[src/rtl/pipe_hold_ctrl.sv]
`timescale 1ns/1ps
// -----------------------------------------------------------------------------
// pipe_hold_ctrl
// Central pipeline hold / redirect controller. Each cycle it picks the most
// urgent request, from highest to lowest:
//   1. taken jump
//   2. EX busy
//   3. bus freeze
//   4. load-use hazard
// It then drives a registered hold level, a flush marker and a PC redirect one
// cycle later. It also keeps a saturating count of cycles spent holding.
//
// Parameters
//   FLUSH_CYCLES  Hold_Id cycles issued per taken jump (1..3)
//   LU_CYCLES     Hold_If cycles issued per load-use hazard (1..3)
//
// Ports
//   clk              rising-edge clock
//   rst              asynchronous active-low reset
//   jump_flag_i      taken jump/branch/trap from EX
//   jump_addr_i      jump target, valid with jump_flag_i
//   hold_flag_ex_i   EX multi-cycle operation busy
//   hold_flag_rib_i  bus arbiter requests a PC freeze
//   ex_mem_rd_i      instruction in EX is a load
//   ex_rd_i          EX destination register
//   id_rs1_i         ID source register 1
//   id_rs2_i         ID source register 2
//   hold_flag_o      hold level: 000 none, 001 Hold_Pc, 010 Hold_If, 011 Hold_Id
//   hold_time_o      3'b111 on the first cycle of a flush, else 000
//   jump_flag_o      one-cycle redirect strobe to PC
//   jump_addr_o      redirect target (keeps its last value)
//   stall_cnt_o      saturating count of cycles with hold_flag_o != 000
// -----------------------------------------------------------------------------
module pipe_hold_ctrl #(
  parameter int FLUSH_CYCLES = 2,
  parameter int LU_CYCLES    = 1
) (
  input  logic        clk,
  input  logic        rst,
  input  logic        jump_flag_i,
  input  logic [31:0] jump_addr_i,
  input  logic        hold_flag_ex_i,
  input  logic        hold_flag_rib_i,
  input  logic        ex_mem_rd_i,
  input  logic [4:0]  ex_rd_i,
  input  logic [4:0]  id_rs1_i,
  input  logic [4:0]  id_rs2_i,
  output logic [2:0]  hold_flag_o,
  output logic [2:0]  hold_time_o,
  output logic        jump_flag_o,
  output logic [31:0] jump_addr_o,
  output logic [15:0] stall_cnt_o
);

  typedef enum logic [2:0] {
    ST_IDLE     = 3'd0,
    ST_FLUSH    = 3'd1,
    ST_EX_WAIT  = 3'd2,
    ST_BUS_WAIT = 3'd3,
    ST_LU_STALL = 3'd4
  } state_t;

  localparam logic [2:0] HOLD_NONE = 3'b000;
  localparam logic [2:0] HOLD_PC   = 3'b001;
  localparam logic [2:0] HOLD_IF   = 3'b010;
  localparam logic [2:0] HOLD_ID   = 3'b011;

  // Counter reload values: cnt counts the cycles still owed after the current one.
  localparam logic [1:0] FLUSH_LOAD = 2'(FLUSH_CYCLES - 1);
  localparam logic [1:0] LU_LOAD    = 2'(LU_CYCLES - 1);

  state_t      state_r;
  logic [1:0]  cnt_r;
  logic [2:0]  hold_flag_r;
  logic [2:0]  hold_time_r;
  logic        jump_flag_r;
  logic [31:0] jump_addr_r;
  logic [15:0] stall_cnt_r;

  logic        lu_hazard_s;
  logic        flush_busy_s;
  logic        lu_busy_s;

  // x0 is hardwired zero, so a load targeting it can never create a hazard.
  assign lu_hazard_s  = ex_mem_rd_i && (ex_rd_i != 5'd0) &&
                        ((ex_rd_i == id_rs1_i) || (ex_rd_i == id_rs2_i));
  // A flush or load-use stall still owes cycles only while its counter is non-zero.
  assign flush_busy_s = (state_r == ST_FLUSH)    && (cnt_r != 2'd0);
  assign lu_busy_s    = (state_r == ST_LU_STALL) && (cnt_r != 2'd0);

  // Hold FSM: priority arbitration and registered hold/redirect outputs.
  // An unfinished flush outranks EX/bus/load-use, so lower requests wait for it.
  // An unfinished load-use stall ranks below EX and bus, which cancel it.
  // Any illegal state code falls through to the same chain and recovers.
  always_ff @(posedge clk or negedge rst) begin
    if (!rst) begin
      state_r     <= ST_IDLE;
      cnt_r       <= 2'd0;
      hold_flag_r <= HOLD_NONE;
      hold_time_r <= 3'b000;
      jump_flag_r <= 1'b0;
      jump_addr_r <= 32'd0;
    end else begin
      hold_time_r <= 3'b000;
      jump_flag_r <= 1'b0;
      if (jump_flag_i) begin
        state_r     <= ST_FLUSH;
        cnt_r       <= FLUSH_LOAD;
        hold_flag_r <= HOLD_ID;
        hold_time_r <= 3'b111;
        jump_flag_r <= 1'b1;
        jump_addr_r <= jump_addr_i;
      end else if (flush_busy_s) begin
        state_r     <= ST_FLUSH;
        cnt_r       <= cnt_r - 2'd1;
        hold_flag_r <= HOLD_ID;
      end else if (hold_flag_ex_i) begin
        state_r     <= ST_EX_WAIT;
        cnt_r       <= 2'd0;
        hold_flag_r <= HOLD_ID;
      end else if (hold_flag_rib_i) begin
        state_r     <= ST_BUS_WAIT;
        cnt_r       <= 2'd0;
        hold_flag_r <= HOLD_PC;
      end else if (lu_busy_s) begin
        state_r     <= ST_LU_STALL;
        cnt_r       <= cnt_r - 2'd1;
        hold_flag_r <= HOLD_IF;
      end else if (lu_hazard_s) begin
        state_r     <= ST_LU_STALL;
        cnt_r       <= LU_LOAD;
        hold_flag_r <= HOLD_IF;
      end else begin
        state_r     <= ST_IDLE;
        cnt_r       <= 2'd0;
        hold_flag_r <= HOLD_NONE;
      end
    end
  end

  // Stall counter: counts cycles where the registered hold level is active.
  always_ff @(posedge clk or negedge rst) begin
    if (!rst) begin
      stall_cnt_r <= 16'd0;
    end else if ((hold_flag_r != HOLD_NONE) && (stall_cnt_r != 16'hFFFF)) begin
      stall_cnt_r <= stall_cnt_r + 16'd1;
    end else begin
      stall_cnt_r <= stall_cnt_r;
    end
  end

  assign hold_flag_o = hold_flag_r;
  assign hold_time_o = hold_time_r;
  assign jump_flag_o = jump_flag_r;
  assign jump_addr_o = jump_addr_r;
  assign stall_cnt_o = stall_cnt_r;

endmodule

[config.mk]
export PLATFORM = sky130hd
export DESIGN_NAME = pipe_hold_ctrl
export DESIGN_NICKNAME = d
export VERILOG_FILES = /design/src/rtl/pipe_hold_ctrl.sv
export SDC_FILE = /design/constraint.sdc
export NUM_CORES = 1
export LEC_CHECK = 0
export CAP_MARGIN = 40
export CORE_ASPECT_RATIO = 1.1
export CORE_MARGIN = 4
export CORE_UTILIZATION = 26
export CTS_CLUSTER_DIAMETER = 60
export DETAILED_ROUTE_END_ITERATION = 10
export GPL_TIMING_DRIVEN = 1
export PLACE_DENSITY = 0.54
export SETUP_SLACK_MARGIN = 0.1
export SLEW_MARGIN = 20
export SYNTH_ARGS = -nofsm -noshare
export SYNTH_HDL_FRONTEND = slang
export SYNTH_SLANG_ARGS = --single-unit
[constraint.sdc]
create_clock -name clk -period 4.2 [get_ports clk]
set_clock_uncertainty 0.2 [all_clocks]
set_input_delay 1.26 -clock clk [delete_from_list [all_inputs] [get_ports clk]]
set_output_delay 1.26 -clock clk [all_outputs]
set_load 0.1 [all_outputs]
* Word level (Yosys, flattened, before mapping)
Cells that the tools add are included.
Widths: inputs -> output; s select.
** Word-level totals
- Bits in registers :: 60
- Bits of input ports :: 53
- Output and inout bits :: 55
- Logic and storage cells :: 42
** Operators by class
- Add/sub/neg operators :: 2
- Eq/ne operators :: 5
- Muxes and demuxes :: 19
- Reduce and logical (&&, ||, !) cells :: 9
** Operator list (count)
- $mux 2 :: 11
- $mux 3 :: 7
- $add 16x1->16 const B :: 1
- $ne 16x16->1 const B :: 1
- $eq 5x5->1 :: 2
- $logic_and 1x1->1 :: 5
- $reduce_bool 5->1 :: 1
- $eq 3x1->1 const B :: 1
- $eq 3x3->1 const B :: 1
- $reduce_bool 3->1 :: 1
- $reduce_bool 2->1 :: 1
- $sub 2x1->2 const B :: 1
- $logic_or 1x1->1 :: 1
- $mux 1 :: 1

* Longest topological paths before layout
Gate-level depths: netlist (run 1).
- Depth after elaboration :: 9
- Depth in mapped cells :: 6
- Gate-level depth less buffers :: 6

* Worst setup path after synthesis (run 1)
No wires, ideal clock.
- Path kind :: register to output
- Start :: reg, netlist name hold_time_o[1]
- End :: out hold_time_o[0]
- Arrival time :: 1.357 ns
- Data required time :: 2.740 ns
- Slack :: 1.383 ns
- Cell stages (with the launch flop) :: 2
- Buffers on the path :: 1
- Path through :: dfrtp_1 buf_4
** RTL lines
- end, declared :: RTL line 49 : output logic [2:0] hold_time_o,

* Worst setup path in the final report (run 1)
- Start :: reg jump_addr_r[0] (netlist: jump_addr_o[0])
- End :: out jump_addr_o[0]
** RTL lines
- start, declared :: RTL line 77 : logic [31:0] jump_addr_r;
- start signal, assigned :: RTL line 112 : jump_addr_r <= jump_addr_i;
- end, declared :: RTL line 51 : output logic [31:0] jump_addr_o,
No word-level cell between the ends.

==> impl_table.tex, run 1 <==
\begin{tabular}{lr}
\hline
Metric & Value \\
\hline
\multicolumn{2}{l}{\textbf{Floorplanning}} \\
\quad Total number of placement rows & 37 \\
\quad Y dimension of the die & 110.9 µm \\
\quad Initial Util & 26.63\% \\
\quad Top-level port count & 108 \\
\quad Core area & 9398 µm² \\
\quad Horizontal die dimension & 101.5 µm \\
\quad Total die area & 11260 µm² \\
\multicolumn{2}{l}{\textbf{Routing}} \\
\quad First DRT Iteration DRCs & 40 \\
\quad Post-route DRC & 0 \\
\quad Number of antenna-violating nets in the routed design & 0 \\
\quad Via count & 1981 \\
\quad Final wirelength & 5.856 mm \\
\quad Routed vias/inst & 4.452 \\
\quad 1st-pass router iterations & 4 \\
\quad Detail-routed net length per standard cell & 13.16 µm \\
\multicolumn{2}{l}{\textbf{Placed design}} \\
\quad Detailed placer's ending HPWL & 4.678 mm \\
\quad Pre-CTS setup slack & 1.257 ns \\
\quad Total of buffers placed on input and output ports & 106 \\
\quad Final RePlAce weighted congestion & 0.7120 \\
\quad Standard cell area after detailed placement & 4180 µm² \\
\multicolumn{2}{l}{\textbf{Setup path}} \\
\quad WS Path Type & flop to output port \\
\quad Crit path launch type & flop \\
\quad Arr. time, crit path & 1.43 ns \\
\quad CP max FO & 2 \\
\quad Ordered cell list for the critical path & clkdlybuf4s50\_1 -> buf\_16 \\
\quad Critical path's slowest cell & clkdlybuf4s50\_1 \\
\quad Crit path buf inv count & 2 \\
\quad Longest individual stage delay on the worst path & 0.58 ns \\
\quad Critical path capture point type & output port \\
\quad Category of cells accounting for the largest share of critical-path delay & buffers and inverters \\
\quad Minimum setup slack among reg-to-reg paths & 2.26 ns \\
\quad Data required time of the critical path & 2.74 ns \\
\quad Critical R2R Launch & stall\_cnt\_o[0] \\
\quad Endpoint of the worst-slack reg-to-reg timing path & stall\_cnt\_o[12] \\
\quad Logic depth of the worst register-to-register path & 5 \\
\multicolumn{2}{l}{\textbf{Status}} \\
\quad Outcome & completed \\
\multicolumn{2}{l}{\textbf{Synthesis}} \\
\quad Post-synthesis cell area & 2502 µm² \\
\quad Post-Syn Nets & 243 \\
\quad Gate count of the mapped netlist & 188 \\
\quad Synth Area per Inst & 13.31 µm² \\
\quad Register bit count reported by yosys & 56 \\
\quad Unique masters post-synth & 41 \\
\quad YS warnings & 0 \\
\quad Share of synthesized area occupied by flip-flops and latches & 56.00\% \\
\multicolumn{2}{l}{\textbf{GRT}} \\
\quad Wire length of the first global-routing pass & 9.984 mm \\
\quad Total grt overflow & 0 \\
\quad Total GRT Usage & 10.87\% \\
\quad Antenna violations before repair & 0 \\
\quad Vias in the first global route & 2149 \\
\quad Pin count of the biggest net entering global routing & 30 \\
\multicolumn{2}{l}{\textbf{Timing}} \\
\quad Slew Viols, Final & 0 \\
\quad Number of hold violations in the final report & 0 \\
\quad Measured slew at the worst slew-check pin & 0.6421 ns \\
\quad Minimum clock period after layout & 2.892 ns \\
\quad Setup repair after global routing missed its margin & false \\
\quad Setup tns final & 0 ns \\
\quad Post-layout worst setup margin & 1.308 ns \\
\quad Worst relative slew slack & 57.19\% \\
\quad Max Freq & 345.7 MHz \\
\quad Final count of negative-setup-slack endpoints & 0 \\
\quad Share of the clock period used by the worst path after layout & 68.86\% \\
\multicolumn{2}{l}{\textbf{Worst hold path}} \\
\quad Endpoint, Worst Hold & cnt\_r[0] \\
\quad Number of cells on the worst hold path & 1 \\
\quad Hold path startpoint & cnt\_r[0] \\
\quad Class of the worst hold path & flop to flop \\
\multicolumn{2}{l}{\textbf{Clocking}} \\
\quad Number of buffers on the longest clock path & 2 \\
\quad Clk root buf & clkbuf\_8 \\
\quad H-tree lvl count & 2 \\
\quad Clock Sink Count & 56 \\
\quad Cts hold-fix bufs & 0 \\
\quad Number of buffers created by CTS & 5 \\
\quad Number of resized instances in the post-cts repair step & 0 \\
\quad Clock transition at the registers of the reported paths & 0.09 ns \\
\quad Post-CTS setup buffer count & 0 \\
\quad TritonCTS clock tree & done \\
\quad Clock latency at the later pin of the worst-skew pair & 0.30 ns \\
\multicolumn{2}{l}{\textbf{Flow run}} \\
\quad Max Cap Violations & 0 \\
\multicolumn{2}{l}{\textbf{Finish}} \\
\quad Share of final-layout standard cells stronger than drive strength 1 & 32.32\% \\
\quad Most common library cell in the layout ignoring fill and taps & clkdlybuf4s50\_1 \\
\quad Final \#Nets & 382 \\
\quad ANT cells & 0 \\
\quad Most frequent cells in the layout & 83 x clkdlybuf4s50\_1, 56 x dfrtp\_1, 32 x mux2\_2 \\
\quad Layout overhead on the synthesized area & 72.10\% \\
\quad Final standard cell area without fillers & 4307 µm² \\
\multicolumn{2}{l}{\textbf{Power}} \\
\quad Max IR drop VDD & 0.0002171 V \\
\quad Total chip power & 2095 µW \\
\quad Leakage Power & 0.001820 µW \\
\quad Power Dens Cells & 486.5 nW/µm² \\
\hline
\end{tabular}
[routing by layer]
layer  wire (µm)  part of all wire (%)  global-route usage, %
met2        2849                    49                  18.02
met5           0                     0                      0
met3         485                   8.3                  3.524
met1        2486                    42                  13.69
met4          34                  0.58                  2.394
[where the power goes]
group / switching, µW / total (µW) / internal (µW)
combinational: 684 / 1020 / 339
sequential: 78.4 / 691 / 612
clock: 171 / 382 / 211
[per-stage QoR]
step | hold slack, ns | instances | utilization [%]
after floorplan | 0.2282 | 188 | -
after global placement | 0.2451 | 403 | 38.25
after detailed placement | 0.2486 | 437 | 44.48
after CTS | 0.2626 | 445 | 45.83
after global routing | 0.2758 | 445 | 45.83
final | 0.2568 | 445 | 45.83
[cell families (layout without fill, tap and decap cells)]
kind of cell / Yosys count / in the layout / synth area share, %
simple gates: 41 / 41 / 10.95
compound gates: 22 / 22 / 6.700
flops: 56 / 56 / 56.00
buf+inv: 12 / 152 / 2.850
fa+ha+maj: 2 / 2 / 0.9998
other cells: 1 / 1 / 0.1499
mux: 33 / 33 / 15.00
xor+xnor: 21 / 21 / 7.350
[worst register-to-register path, cell delays in order, from the launching register on]
cell and delay (ns):
dfrtp_1 0.44, ha_1 0.22, o2111a_1 0.25, nor2b_1 0.41
nand4b_1 0.17, xnor2_1 0.15
[worst max-delay path by stage]
stage	slack, ns	to	cells past startpoint	start
finish	1.31	jump_addr_o[0]	2	jump_addr_o[0]
global route	1.22	jump_addr_o[0]	2	jump_addr_o[0]
CTS	1.26	jump_addr_o[0]	2	jump_addr_o[0]
detailed placement	1.26	hold_flag_o[1]	4	ex_rd_i[1]
global placement	1.25	jump_flag_o	1	hold_time_o[1]
floorplan	1.38	hold_time_o[0]	1	hold_time_o[1]
[state kept, by name, indices dropped and copies added (netlist names)]
| name | count |
|---|---|
| jump_addr_o | 32 |
| stall_cnt_o | 16 |
| state_r | 3 |
| cnt_r | 2 |
| hold_flag_o | 2 |
| hold_time_o | 1 |
[synthesized netlist by cell type]
| library cell | number | area [µm²] |
|---|---|---|
| dfrtp_1 | 56 | 1401 |
| mux2_2 | 32 | 360.4 |
| xnor2_1 | 11 | 96.34 |
| xor2_1 | 10 | 87.58 |
| nand2_1 | 6 | 22.52 |
| nor2_1 | 6 | 22.52 |
| nand3_1 | 5 | 25.02 |
| buf_4 | 4 | 30.03 |
| nor2b_1 | 4 | 25.02 |
| o211ai_1 | 4 | 30.03 |
| buf_2 | 3 | 15.01 |
| inv_1 | 3 | 11.26 |
| nand4_1 | 3 | 18.77 |
| nor3_1 | 3 | 15.01 |
| a21o_1 | 2 | 15.01 |
| a21oi_1 | 2 | 10.01 |
| a31oi_1 | 2 | 12.51 |
| and3_1 | 2 | 12.51 |
| and3_2 | 2 | 15.01 |
| and4_1 | 2 | 17.52 |
| ha_1 | 2 | 25.02 |
| nand4b_1 | 2 | 17.52 |
| o21a_1 | 2 | 15.01 |
| o21ai_0 | 2 | 10.01 |
| o31ai_1 | 2 | 15.01 |
| a22oi_1 | 1 | 7.510 |
| a311oi_1 | 1 | 8.760 |
| a41oi_1 | 1 | 8.760 |
| buf_6 | 1 | 11.26 |
| clkbuf_1 | 1 | 3.750 |
| conb_1 | 1 | 3.750 |
| mux2_4 | 1 | 15.01 |
| nand3_4 | 1 | 17.52 |
| nand4_4 | 1 | 21.27 |
| nor4_4 | 1 | 21.27 |
| nor4b_1 | 1 | 8.760 |
| o2111a_1 | 1 | 11.26 |
| o21ai_4 | 1 | 16.27 |
| o21bai_1 | 1 | 7.510 |
| or2_2 | 1 | 6.260 |
| or4_1 | 1 | 7.510 |
[cell type report]
type / instances / area (µm²)
Sequential cell: 56 / 1401
Clock inverter: 1 / 30.03
Timing Repair Buffer: 141 / 1592
Clock buffer: 7 / 96.34
Tap cell: 117 / 146.4
Fill cell: 866 / 5091
Multi-Input combinational cell: 120 / 1030
Inverter: 3 / 11.26
Power figures use the tool's default switching activity.
==> inputs of run 2 (changes only) <==
Settings changed: PLACE_DENSITY 0.54 to 0.56.
Clock period 4.2 ns to 2.6 ns, I/O delays scaled along.
==> run 2 against run 1 <==
Effect of this change:
- count of clock-buffer cells in the layout unchanged
- sequential power rose by 65%
- via count fell by 6.9%
- sequential share of layout area increased by 5.0 points
- sequential cell count is the same
- global-route usage shrank 0.48 points
- hold slack worse by 0.035 ns
- cell count is 6.7% lower
- first-iteration DRC count down 5.0%
- combinational power rose by 50%
==> impl_table.tex, run 2 (synthesis results as in run 1) <==
\begin{tabular}{lr}
\hline
Metric & Value \\
\hline
\multicolumn{2}{l}{\textbf{Routing}} \\
\quad Final wirelength & 5.645 mm (was 5.856 mm) \\
\quad Post-route DRC & 0 (unchanged) \\
\quad First DRT Iteration DRCs & 38 (was 40) \\
\quad Detail-routed net length per standard cell & 13.60 µm (was 13.16 µm) \\
\quad 1st-pass router iterations & 4 (unchanged) \\
\quad Via count & 1845 (was 1981) \\
\quad Routed vias/inst & 4.446 (was 4.452) \\
\quad Number of antenna-violating nets in the routed design & 0 (unchanged) \\
\multicolumn{2}{l}{\textbf{Status}} \\
\quad Outcome & completed (unchanged) \\
\multicolumn{2}{l}{\textbf{Placed design}} \\
\quad Standard cell area after detailed placement & 3605 µm² (was 4180 µm²) \\
\quad Pre-CTS setup slack & 0.1152 ns (was 1.257 ns) \\
\quad Total of buffers placed on input and output ports & 106 (unchanged) \\
\quad Detailed placer's ending HPWL & 4.457 mm (was 4.678 mm) \\
\quad Final RePlAce weighted congestion & 0.7195 (was 0.7120) \\
\quad \# placed instances & 407 (was 437) \\
\multicolumn{2}{l}{\textbf{Floorplanning}} \\
\quad Initial Util & 26.63\% (unchanged) \\
\quad Horizontal die dimension & 101.5 µm (unchanged) \\
\quad Y dimension of the die & 110.9 µm (unchanged) \\
\quad Core area & 9398 µm² (unchanged) \\
\quad Top-level port count & 108 (unchanged) \\
\quad Total number of placement rows & 37 (unchanged) \\
\quad Total die area & 11260 µm² (unchanged) \\
\multicolumn{2}{l}{\textbf{Clocking}} \\
\quad Post-CTS setup buffer count & 0 (unchanged) \\
\quad Cts hold-fix bufs & 0 (unchanged) \\
\quad Number of buffers created by CTS & 5 (unchanged) \\
\quad TritonCTS clock tree & done (unchanged) \\
\quad Clock transition at the registers of the reported paths & 0.10 ns (was 0.09 ns) \\
\quad Number of resized instances in the post-cts repair step & 0 (unchanged) \\
\quad Clk root buf & clkbuf\_8 (unchanged) \\
\quad Clock latency at the later pin of the worst-skew pair & 0.30 ns (about the same) \\
\quad Number of buffers on the longest clock path & 2 (unchanged) \\
\quad H-tree lvl count & 2 (unchanged) \\
\quad Clock Sink Count & 56 (unchanged) \\
\multicolumn{2}{l}{\textbf{Flow run}} \\
\quad Max Cap Violations & 0 (unchanged) \\
\multicolumn{2}{l}{\textbf{Timing}} \\
\quad Post-layout worst setup margin & 0.4588 ns (was 1.308 ns) \\
\quad Number of hold violations in the final report & 0 (unchanged) \\
\quad Setup repair after global routing missed its margin & false (unchanged) \\
\quad Minimum clock period after layout & 2.141 ns \\
\quad Setup tns final & 0 ns (unchanged) \\
\quad Slew Viols, Final & 0 (unchanged) \\
\quad Share of the clock period used by the worst path after layout & 82.35\% \\
\quad Final count of negative-setup-slack endpoints & 0 (unchanged) \\
\quad Max Freq & 467.0 MHz \\
\multicolumn{2}{l}{\textbf{Setup path}} \\
\quad CP max FO & 3 (was 2) \\
\quad WS Path Type & input port to flop (was flop to output port) \\
\quad Crit path launch type & input port (was flop) \\
\quad Critical path capture point type & flop (was output port) \\
\quad Arr. time, crit path & 2.12 ns (was 1.43 ns) \\
\quad Data required time of the critical path & 2.58 ns (was 2.74 ns) \\
\quad Minimum setup slack among reg-to-reg paths & 0.55 ns (was 2.26 ns) \\
\multicolumn{2}{l}{\textbf{Worst hold path}} \\
\quad Class of the worst hold path & input port to async pin (was flop to flop) \\
\multicolumn{2}{l}{\textbf{GRT}} \\
\quad GR peak layer & met2 (unchanged) \\
\quad GR Util met1 & 12.97\% (was 13.69\%) \\
\quad Wire length of the first global-routing pass & 9.535 mm (was 9.984 mm) \\
\quad Vias in the first global route & 1984 (was 2149) \\
\quad Total grt overflow & 0 (unchanged) \\
\quad Antenna violations before repair & 0 (unchanged) \\
\quad Grt met3 use & 2.517\% (was 3.524\%) \\
\quad Total GRT Usage & 10.40\% (was 10.87\%) \\
\quad Global-route track usage on met2 & 17.76\% (was 18.02\%) \\
\quad Pin count of the biggest net entering global routing & 23 (was 30) \\
\multicolumn{2}{l}{\textbf{Finish}} \\
\quad Layout overhead on the synthesized area & 49.10\% (was 72.10\%) \\
\quad Final \#Nets & 352 (was 382) \\
\quad Fill cell instance count of the final layout & 918 (was 866) \\
\quad ANT cells & 0 (unchanged) \\
\quad Flip-flop count of the largest register, all copies and words added & 32 (unchanged) \\
\quad Core occupancy in the finished layout & 39.70\% (was 45.83\%) \\
\quad Share of final-layout standard cells stronger than drive strength 1 & 36.58\% (was 32.32\%) \\
\quad Final standard cell area without fillers & 3731 µm² (was 4307 µm²) \\
\quad Most frequent cells in the layout & 56 x dfrtp\_1, 54 x buf\_4, 50 x clkdlybuf4s50\_1 (was 83 x clkdlybuf4s50\_1, 56 x dfrtp\_1, 32 x mux2\_2) \\
\quad Layout Cells excl Fill & 415 (was 445) \\
\quad Most common library cell in the layout ignoring fill and taps & dfrtp\_1 (was clkdlybuf4s50\_1) \\
\multicolumn{2}{l}{\textbf{Power}} \\
\quad Leakage Power & 0.001607 µW (was 0.001820 µW) \\
\quad Power Dens Cells & 878.9 nW/µm² (was 486.5 nW/µm²) \\
\quad Max IR drop VDD & 0.0003361 V (was 0.0002171 V) \\
\hline
\end{tabular}
## run 2: final timing paths
kind | from | to | depth (start not counted)
setup / recovery | ex_rd_i[1] | hold_flag_o[1] | 4
hold / removal | rst | stall_cnt_o[14] | 1
setup reg to reg | stall_cnt_o[0] | stall_cnt_o[8] | 5
hold reg to reg | cnt_r[0] | cnt_r[0] | 1
max in group asynchronous | rst | jump_addr_o[25] | 2
min in group clk | cnt_r[0] | cnt_r[0] | 1
## run 2: per-layer routing
| metal | routed length [µm] | share of wire (%) |
|---|---|---|
| met5 | 0 | 0 |
| met4 | 53 | 0.94 |
| met3 | 363 | 6.4 |
| met2 | 2853 | 51 |
| met1 | 2375 | 42 |
## run 2: through the flow
stage / hold slack [ns] / total power [µW]
6_report: 0.2221 / 3279
5_1_grt: 0.2535 / 3426
4_1_cts: 0.2258 / 3329
3_5_place_dp: 0.2462 / 2693
3_3_place_gp: 0.2420 / 2685
2_1_floorplan: 0.2282 / 2221
## run 2: area by class of cell
cell class	instances	area (µm²)	area share [%]
Inverter	3	11.26	0.3018
Clock inverter	1	30.03	0.8048
Multi-Input combinational cell	120	1030	27.60
Tap cell	117	146.4	3.924
Clock buffer	7	96.34	2.582
Sequential cell	56	1401	37.56
Timing Repair Buffer	111	1016	27.23
## run 2: report_power, final
group / total (µW) / internal, µW / switching [µW]
sequential: 1140 / 989 / 147
clock: 616 / 340 / 276
combinational: 1530 / 457 / 1070
## run 2: critical path, cell delays in order
cell             delay (ns)
clkdlybuf4s50_1        0.46
or4_1                  0.54
o21ai_0                0.25
o31ai_1                0.10
==> inputs of run 3 (changes only) <==
Settings changed: PLACE_DENSITY 0.56 to 0.54.
Clock period 2.6 ns to 2.25 ns, I/O delays scaled along.
==> run 3 against run 2 <==
Effect of this change:
- routed wire length rose by 1.7%
- cell count did not move
- critical path depth did not move
- first-iteration DRC count fell by 26%
- largest cell class is now buffers
- highest routed layer unchanged
- register-to-register slack got worse by 0.24 ns
- core utilization rose by 6.8 points
- die area did not move
- sequential share of layout area fell by 5.0 points
==> impl_table.tex, run 3 (synthesis results as in run 1) <==
\begin{tabular}{lr}
\hline
Metric & Value \\
\hline
\multicolumn{2}{l}{\textbf{Setup path}} \\
\quad Source of the critical timing path & ex\_rd\_i[3] (was ex\_rd\_i[1]) \\
\quad Minimum setup slack among reg-to-reg paths & 0.31 ns (was 0.55 ns) \\
\quad Data required time of the critical path & 2.23 ns (was 2.58 ns) \\
\quad CP max FO & 3 (unchanged) \\
\quad Critical R2R Launch & stall\_cnt\_o[0] (unchanged) \\
\quad Logic depth of the worst register-to-register path & 5 (unchanged) \\
\quad WS Path Type & input port to flop (unchanged) \\
\quad Arr. time, crit path & 1.94 ns (was 2.12 ns) \\
\quad Endpoint of the worst-slack reg-to-reg timing path & stall\_cnt\_o[8] (unchanged) \\
\quad Crit path launch type & input port (unchanged) \\
\quad Critical path capture point type & flop (unchanged) \\
\quad Capture point of the critical path & hold\_flag\_o[1] (unchanged) \\
\multicolumn{2}{l}{\textbf{Finish}} \\
\quad Layout overhead on the synthesized area & 74.55\% (was 49.10\%) \\
\quad Most frequent cells in the layout & 57 x buf\_12, 50 x clkdlybuf4s50\_1, 38 x dfrtp\_1 (was 56 x dfrtp\_1, 54 x buf\_4, 50 x clkdlybuf4s50\_1) \\
\quad Most common library cell in the layout ignoring fill and taps & buf\_12 (was dfrtp\_1) \\
\quad Final standard cell area without fillers & 4368 µm² (was 3731 µm²) \\
\quad Share of final-layout standard cells stronger than drive strength 1 & 41.95\% (was 36.58\%) \\
\quad Layout Cells excl Fill & 415 (unchanged) \\
\quad Final \#Nets & 352 (unchanged) \\
\quad ANT cells & 0 (unchanged) \\
\quad Flip-flop count of the largest register, all copies and words added & 32 (unchanged) \\
\multicolumn{2}{l}{\textbf{Routing}} \\
\quad First DRT Iteration DRCs & 28 (was 38) \\
\quad Total length of routed met2 wires & 2.834 mm (was 2.853 mm) \\
\quad Via count & 1873 (was 1845) \\
\quad 1st-pass router iterations & 4 (unchanged) \\
\quad Post-route DRC & 0 (unchanged) \\
\quad Detail-routed net length per standard cell & 13.83 µm (was 13.60 µm) \\
\quad Routed vias/inst & 4.513 (was 4.446) \\
\quad Met1 wire length & 2.318 mm (was 2.375 mm) \\
\quad Final wirelength & 5.739 mm (was 5.645 mm) \\
\quad Number of antenna-violating nets in the routed design & 0 (unchanged) \\
\quad WL met3 & 536 µm (was 363 µm) \\
\quad Top routing layer used & met4 (unchanged) \\
\multicolumn{2}{l}{\textbf{Placed design}} \\
\quad Pre-CTS setup slack & -0.04221 ns (was 0.1152 ns) \\
\quad Detailed placer's ending HPWL & 4.480 mm (was 4.457 mm) \\
\quad \# placed instances & 407 (unchanged) \\
\quad Total of buffers placed on input and output ports & 106 (unchanged) \\
\quad Final RePlAce weighted congestion & 0.7570 (was 0.7195) \\
\quad Standard cell area after detailed placement & 4278 µm² (was 3605 µm²) \\
\multicolumn{2}{l}{\textbf{Clocking}} \\
\quad Clk root buf & clkbuf\_8 (unchanged) \\
\quad Number of buffers created by CTS & 5 (unchanged) \\
\quad TritonCTS clock tree & done (unchanged) \\
\quad Clock Sink Count & 56 (unchanged) \\
\quad H-tree lvl count & 2 (unchanged) \\
\quad Number of buffers on the longest clock path & 2 (unchanged) \\
\quad Post-CTS setup buffer count & 0 (unchanged) \\
\quad Cts hold-fix bufs & 0 (unchanged) \\
\quad Clock latency at the later pin of the worst-skew pair & 0.30 ns (about the same) \\
\quad Clock transition at the registers of the reported paths & 0.09 ns (was 0.10 ns) \\
\quad Number of resized instances in the post-cts repair step & 0 (unchanged) \\
\multicolumn{2}{l}{\textbf{GRT}} \\
\quad Antenna violations before repair & 0 (unchanged) \\
\quad Total GRT Usage & 10.38\% (was 10.40\%) \\
\quad Wire length of the first global-routing pass & 9.535 mm (unchanged) \\
\quad Total grt overflow & 0 (unchanged) \\
\quad Vias in the first global route & 1962 (was 1984) \\
\quad Pin count of the biggest net entering global routing & 57 (was 23) \\
\multicolumn{2}{l}{\textbf{Power}} \\
\quad Power Dens Cells & 904.9 nW/µm² (was 878.9 nW/µm²) \\
\quad Max IR drop VDD & 0.0004679 V (was 0.0003361 V) \\
\quad Total chip power & 3953 µW (was 3279 µW) \\
\quad Leakage Power & 0.001791 µW (was 0.001607 µW) \\
\multicolumn{2}{l}{\textbf{Timing}} \\
\quad Setup tns final & 0 ns (unchanged) \\
\quad Post-layout worst setup margin & 0.2917 ns (was 0.4588 ns) \\
\quad Number of hold violations in the final report & 0 (unchanged) \\
\quad Setup repair after global routing missed its margin & false (unchanged) \\
\quad Share of the clock period used by the worst path after layout & 87.04\% \\
\quad Slew Viols, Final & 0 (unchanged) \\
\quad Minimum clock period after layout & 1.958 ns \\
\quad Final count of negative-setup-slack endpoints & 0 (unchanged) \\
\quad Max Freq & 510.6 MHz \\
\multicolumn{2}{l}{\textbf{Floorplanning}} \\
\quad Y dimension of the die & 110.9 µm (unchanged) \\
\quad Horizontal die dimension & 101.5 µm (unchanged) \\
\quad Core area & 9398 µm² (unchanged) \\
\quad Total number of placement rows & 37 (unchanged) \\
\quad Initial Util & 26.63\% (unchanged) \\
\quad Top-level port count & 108 (unchanged) \\
\quad Total die area & 11260 µm² (unchanged) \\
\multicolumn{2}{l}{\textbf{Status}} \\
\quad Outcome & completed (unchanged) \\
\multicolumn{2}{l}{\textbf{Worst hold path}} \\
\quad Class of the worst hold path & input port to async pin (unchanged) \\
\multicolumn{2}{l}{\textbf{Flow run}} \\
\quad Max Cap Violations & 0 (unchanged) \\
\hline
\end{tabular}
run 3: layout make-up:
| cell class | instances | area (µm²) |
|---|---|---|
| Multi-Input combinational cell | 120 | 1030 |
| Tap cell | 117 | 146.4 |
| Clock buffer | 8 | 90.09 |
| Sequential cell | 56 | 1424 |
| Inverter | 3 | 11.26 |
| Fill cell | 858 | 5030 |
| Timing Repair Buffer | 111 | 1667 |
run 3: critical path, stage by stage:
cell and delay, ns:
clkdlybuf4s50_1 0.47, or4_1 0.48, o21ai_0 0.22, o31ai_1 0.09
run 3: worst min path at each step:
| stage | start | endpoint | cells past startpoint |
|---|---|---|---|
| detailed placement | cnt_r[0] | cnt_r[0] | 1 |
| CTS | rst | state_r[0] | 2 |
| floorplan | rst | cnt_r[0] | 0 |
| global placement | cnt_r[0] | cnt_r[0] | 1 |
| finish | rst | stall_cnt_o[15] | 2 |
| global route | rst | jump_addr_o[0] | 2 |
run 3: layer usage:
layer,GRT usage (%),vias to the layer above
met4,2.128,0
met2,16.97,66
met3,3.965,5
li1,-,881
met5,0,-
met1,12.97,921
run 3: where the power goes:
group / switching [µW] / internal [µW]
combinational: 1240 / 779
sequential: 219 / 1160
clock: 307 / 252
total: 1760 / 2190
run 3: per-stage QoR:
stage | util, % | hold WS, ns
floorplan | - | 0.1794
global placement | 45.52 | 0.2412
detailed placement | 45.52 | 0.2480
CTS | 46.48 | 0.1711
global route | 46.48 | 0.1883
finish | 46.48 | 0.1682
